===== config.mk =====
export PLATFORM = sky130hd
export DESIGN_NAME = fetch_unit
export DESIGN_NICKNAME = d
export VERILOG_FILES = /design/src/rtl/fetch_unit.sv
export SDC_FILE = /design/constraint.sdc
export NUM_CORES = 1
export LEC_CHECK = 0
export BUFFER_PORTS_ARGS = -buffer_cell sky130_fd_sc_hd__buf_2
export CORE_ASPECT_RATIO = 0.7
export CORE_MARGIN = 5
export CORE_UTILIZATION = 35
export DETAILED_ROUTE_END_ITERATION = 10
export GPL_ROUTABILITY_DRIVEN = 0
export PLACE_DENSITY = 0.62
export SLEW_MARGIN = 20
export SYNTH_ARGS = -nofsm -noshare
export SYNTH_HDL_FRONTEND = slang
export SYNTH_SLANG_ARGS = --single-unit

===== constraint.sdc =====
create_clock -name clk -period 6.5 [get_ports clk]
set_input_delay 0.325 -clock clk [delete_from_list [all_inputs] [get_ports clk]]
set_output_delay 0.325 -clock clk [all_outputs]
set_load 0.005 [all_outputs]

===== src/rtl/fetch_unit.sv =====
`default_nettype none
// ============================================================================
// Module     : fetch_unit
// Description: Credit-limited instruction fetch with PC sequencing, flush
//              handling and an in-order instruction FIFO toward decode.
// Revision   : 1.0
// ============================================================================
module fetch_unit #(
  parameter int                AWIDTH       = 32,
  parameter int                DWIDTH       = 32,
  parameter logic [AWIDTH-1:0] RESET_PC_VAL = AWIDTH'(32'h4000_0000),
  parameter int                PC_STEP      = 4,
  parameter int                DEPTH        = 4
) (
  input  logic              clk,
  input  logic              rst_n,
  input  logic              trap_valid,
  input  logic [AWIDTH-1:0] trap_vector,
  input  logic              redirect_valid,
  input  logic [AWIDTH-1:0] redirect_pc,
  output logic              imem_req_valid,
  input  logic              imem_req_ready,
  output logic [AWIDTH-1:0] imem_req_addr,
  input  logic              imem_resp_valid,
  input  logic [DWIDTH-1:0] imem_resp_data,
  output logic              inst_valid,
  input  logic              inst_ready,
  output logic [DWIDTH-1:0] inst_data,
  output logic [AWIDTH-1:0] inst_pc,
  output logic [AWIDTH-1:0] pc_out
);

  localparam int PW = $clog2(DEPTH);
  localparam int CW = $clog2(DEPTH + 1);
  localparam logic [AWIDTH-1:0] STEP = AWIDTH'(PC_STEP);

  logic [CW-1:0]     inflight, drop_cnt, fifo_count;
  logic [PW-1:0]     wr_ptr, rd_ptr;
  logic [AWIDTH-1:0] resp_pc;
  logic [DWIDTH-1:0] data_mem [DEPTH];
  logic [AWIDTH-1:0] pc_mem   [DEPTH];

  logic              flush, credit_ok, req_fire, push, pop;
  logic [AWIDTH-1:0] flush_target;

  assign flush        = trap_valid || redirect_valid;
  assign flush_target = trap_valid ? trap_vector : redirect_pc;
  assign credit_ok    = ({1'b0, inflight} + {1'b0, fifo_count}) < (CW + 1)'(DEPTH);
  // Gated by rst_n so the request stays low for the whole reset window.
  assign imem_req_valid = rst_n && credit_ok && !flush;
  assign imem_req_addr  = pc_out;
  assign req_fire       = imem_req_valid && imem_req_ready;
  assign push           = imem_resp_valid && !flush && (drop_cnt == '0);
  assign inst_valid     = (fifo_count != '0);
  assign pop            = inst_valid && inst_ready && !flush;
  assign inst_data      = data_mem[rd_ptr];
  assign inst_pc        = pc_mem[rd_ptr];

  always_ff @(posedge clk or negedge rst_n) begin
    if (!rst_n) begin
      pc_out     <= RESET_PC_VAL;
      resp_pc    <= RESET_PC_VAL;
      inflight   <= '0;
      drop_cnt   <= '0;
      fifo_count <= '0;
      wr_ptr     <= '0;
      rd_ptr     <= '0;
    end else begin
      case ({req_fire, imem_resp_valid})
        2'b10:   inflight <= inflight + CW'(1);
        2'b01:   inflight <= inflight - CW'(1);
        default: inflight <= inflight;
      endcase

      if (flush) begin
        pc_out     <= flush_target;
        resp_pc    <= flush_target;
        // Every request still outstanding after this cycle returns stale data.
        drop_cnt   <= inflight - CW'(imem_resp_valid);
        fifo_count <= '0;
        wr_ptr     <= '0;
        rd_ptr     <= '0;
      end else begin
        if (req_fire)
          pc_out <= pc_out + STEP;
        if (imem_resp_valid && (drop_cnt != '0))
          drop_cnt <= drop_cnt - CW'(1);
        if (push) begin
          resp_pc <= resp_pc + STEP;
          wr_ptr  <= wr_ptr + PW'(1);
        end
        if (pop)
          rd_ptr <= rd_ptr + PW'(1);
        case ({push, pop})
          2'b10:   fifo_count <= fifo_count + CW'(1);
          2'b01:   fifo_count <= fifo_count - CW'(1);
          default: fifo_count <= fifo_count;
        endcase
      end
    end
  end

  always_ff @(posedge clk) begin
    if (push) begin
      data_mem[wr_ptr] <= imem_resp_data;
      pc_mem[wr_ptr]   <= resp_pc;
    end
  end

endmodule
`default_nettype wire

==> flow_summary_export.csv <==
group,metric,value,unit
status,status,"complete, no violations",
floorplan,rows,61,
floorplan,die_area,45000,um2
place,portBuffers,232,
timing,relSlewSlack,33.4,%
timing,setup_tns,0,ps
place,dp_hpwl,24600,um
timing,hold_viol,0,
pwr,leakage,6.27,nW
layout,nNetsFinal,1262,
clock_tree,clock-sinks,331,
global_routing,grt_use_total,16.2,%
synthesis,synth-edff-count,256,
floorplan,fp.coreArea,40000,um2
hold_path,hold_path.class,"input port to flip-flop",
floorplan,dieHeight,179,um
global_routing,grt_pass1_wl,56500,um
synthesis,ys_warn_count,0,
synthesis,syn_nets,1044,
global_routing,antenna_found_initial,1,
routing,ant_nets,0,
timing,clock_skew,24.8,ps
worst_setup_path,crit_type,"flip-flop to output port",
synthesis,synth_xor_xnor_area_share,1.04,%
timing,hold_slack,28.2,ps
routing,drc,0,
timing,clock.fmax,0.307,GHz
synthesis,synth_compound_area_share,9.55,%
synthesis,synth_top_family_by_area,"multiplexers",
routing,vias,9190,
worst_setup_path,arrival,2930,ps
layout,layout_common_cells,"256 x edfxtp_1, 231 x buf_2, 71 x dfrtp_1, 70 x a21oi_1, 64 x mux4_2",
routing,first_iter_violations,719,
clock_tree,cts_tree,"yes",
clock_tree,htreeDepth,2,
clock_tree,postCtsSetupRepairBufs,0,
synthesis,async_flop_share,22.7,%
layout,syn_to_final_growth,20.3,%
global_routing,grt_pass1_vias,9408,
layout,layout.filler_cells,3628,
worst_setup_path,crit_fanout,46,
layout,final_util,42.9,%
floorplan,ios,233,
synthesis,synth.ff_latch_count,331,
clock_tree,path_clk_slew,60,ps
synthesis,yosys.area_share.simple,7.19,%
synthesis,yosysUniqueCellTypes,58,
worst_setup_path,critPathCaptureType,"output port",
synthesis,ys_seq_area_share,67.0,%
layout,final_cells,1707,
timing,min_period_over_period,50.0,%
timing,worst_slew_pin_slew,995,ps
synthesis,muxShareOfSynthArea,10.4,%
clock_tree,clock_latency,530,ps
clock_tree,clockBufferDepth,3,
timing,rsz0062_at_grt,"no",
synthesis,synthCells,926,
global_routing,overflow,0,
timing,setup_viol,0,
worst_setup_path,critical_path.startpoint_type,"flip-flop",
routing,viasPerCell,5.38,
flow_run,maxCapViolations,0,
pwr,total_power,5.13,mW
routing,wl,36700,um
timing,drv_slew,0,
synthesis,ys.flop_type,"edfxtp_1",
synthesis,netlist_area,14300,um2
synthesis,synthAdderAreaFrac,1.42,%
routing,wire_per_inst,21.5,um
layout,layout_commonest_cell,"edfxtp_1",
pwr,p_per_area,299,nW/um2
timing,period_needed,3250,ps
pwr,ir_drop,0.135,mV
worst_setup_path,reg2reg_slack,3280,ps
global_routing,grt_max_degree,53,
clock_tree,cts_root_buf,"clkbuf_16",
routing,drt_pass1_iterations,5,
floorplan,start_util,35.7,%
place,dpl.cell_count,1626,
layout,drive_gt1_share,32.8,%
floorplan,die_width,251,um
worst_setup_path,critPathRequiredTime,6170,ps
clock_tree,cts_buffers,35,
synthesis,postSynthAreaPerCell,15.4,um2
## where the power goes
part	internal, mW	leakage (nW)	switching [mW]
logic	0.206	2.39	0.253
clock network	1.31	0.610	0.848
registers	2.38	3.27	0.130
total	3.90	6.27	1.23
## final timing paths
kind                                                  to  cells after the start                    start
min in group asynchronous  imem_req_addr[17]$_DFFE_PN0P_                      2                    rst_n
min                             data_mem[0][0]$_DFFE_PP_                      1        imem_resp_data[0]
max                                          inst_pc[15]                      3    rd_ptr[0]$_DFFE_PN0P_
max in group asynchronous          rd_ptr[0]$_DFFE_PN0P_                      3                    rst_n
max reg2reg                     data_mem[3][0]$_DFFE_PP_                      5  drop_cnt[0]$_DFFE_PN0P_
min reg2reg                      inflight[0]$_DFFE_PN0P_                      1  inflight[0]$_DFFE_PN0P_
## cell usage after synthesis (9+ instances only)
library cell	n	share of area, %
edfxtp_1	256	54
dfrtp_1	73	13
a21oi_1	70	2.5
mux4_2	64	10
nand2_1	52	1.4
o21ai_0	38	1.3
nor2_1	36	0.95
buf_4	34	1.8
nand3_1	24	0.84
clkbuf_1	23	0.60
a22oi_1	19	1.0
and3_1	16	0.70
inv_1	16	0.42
ha_1	13	1.1
a31oi_1	12	0.53
nand4_1	12	0.53
a22o_1	10	0.61
and4_1	10	0.61
nor3_1	10	0.35
a2bb2oi_1	9	0.55
buf_2	9	0.32
xor2_1	9	0.55
## flip-flops by register name, summed over array words and instances (netlist names)
| register | flops |
|---|---|
| resp_pc | 31 |
| drop_cnt | 3 |
| wr_ptr | 2 |
| rd_ptr | 2 |
| imem_req_addr | 31 |
| data_mem | 128 |
| fifo_count | 3 |
| inflight | 3 |
| pc_mem | 128 |
## repair_timing
item | CTS | global route
hold endpoints to repair | 90 | 0
resized for setup | 0 | 0
hold buffers | 16 | 0
## worst max-delay path, cell delays in order, from the launching register on
cell and delay, ps:
dfrtp_4 720, buf_4 820, mux4_2 680, buf_2 170
## logic make-up after synthesis
logic type,after synthesis
buffers and inverters,91
DFF,331
AOI/OAI and AO/OA,212
adders and majority gates,15
and+or+nand+nor,192
muxes,68
xor gates and xnor gates,17
## layout make-up
class                           instances  area (um2)  share of cell area (%)
Inverter                               16        60.1                   0.350
Timing Repair Buffer                  256        1380                    8.06
Antenna cell                            1        2.50                  0.0146
Multi-Input combinational cell        504        4240                    24.7
Tap cell                              535         669                    3.90
Clock buffer                           39         922                    5.37
Sequential cell                       331        9570                    55.7
Clock inverter                         25         325                    1.89
## metal layers
layer	share of wire [%]	up-vias	track usage [%]
li1	-	4113	-
met5	0.019	-	0
met2	44	412	24.5
met4	1.5	2	3.39
met3	7.8	53	3.32
met1	47	4610	24.4
## metrics by stage
step	cell area [um2]	setup slack [ps]
2_1_floorplan	14300	3150
3_3_place_gp	15800	3280
3_5_place_dp	15800	3210
4_1_cts	17200	3110
5_1_grt	17200	2960
6_report	17200	3250
No activity file was read; power rests on OpenSTA's default activity.
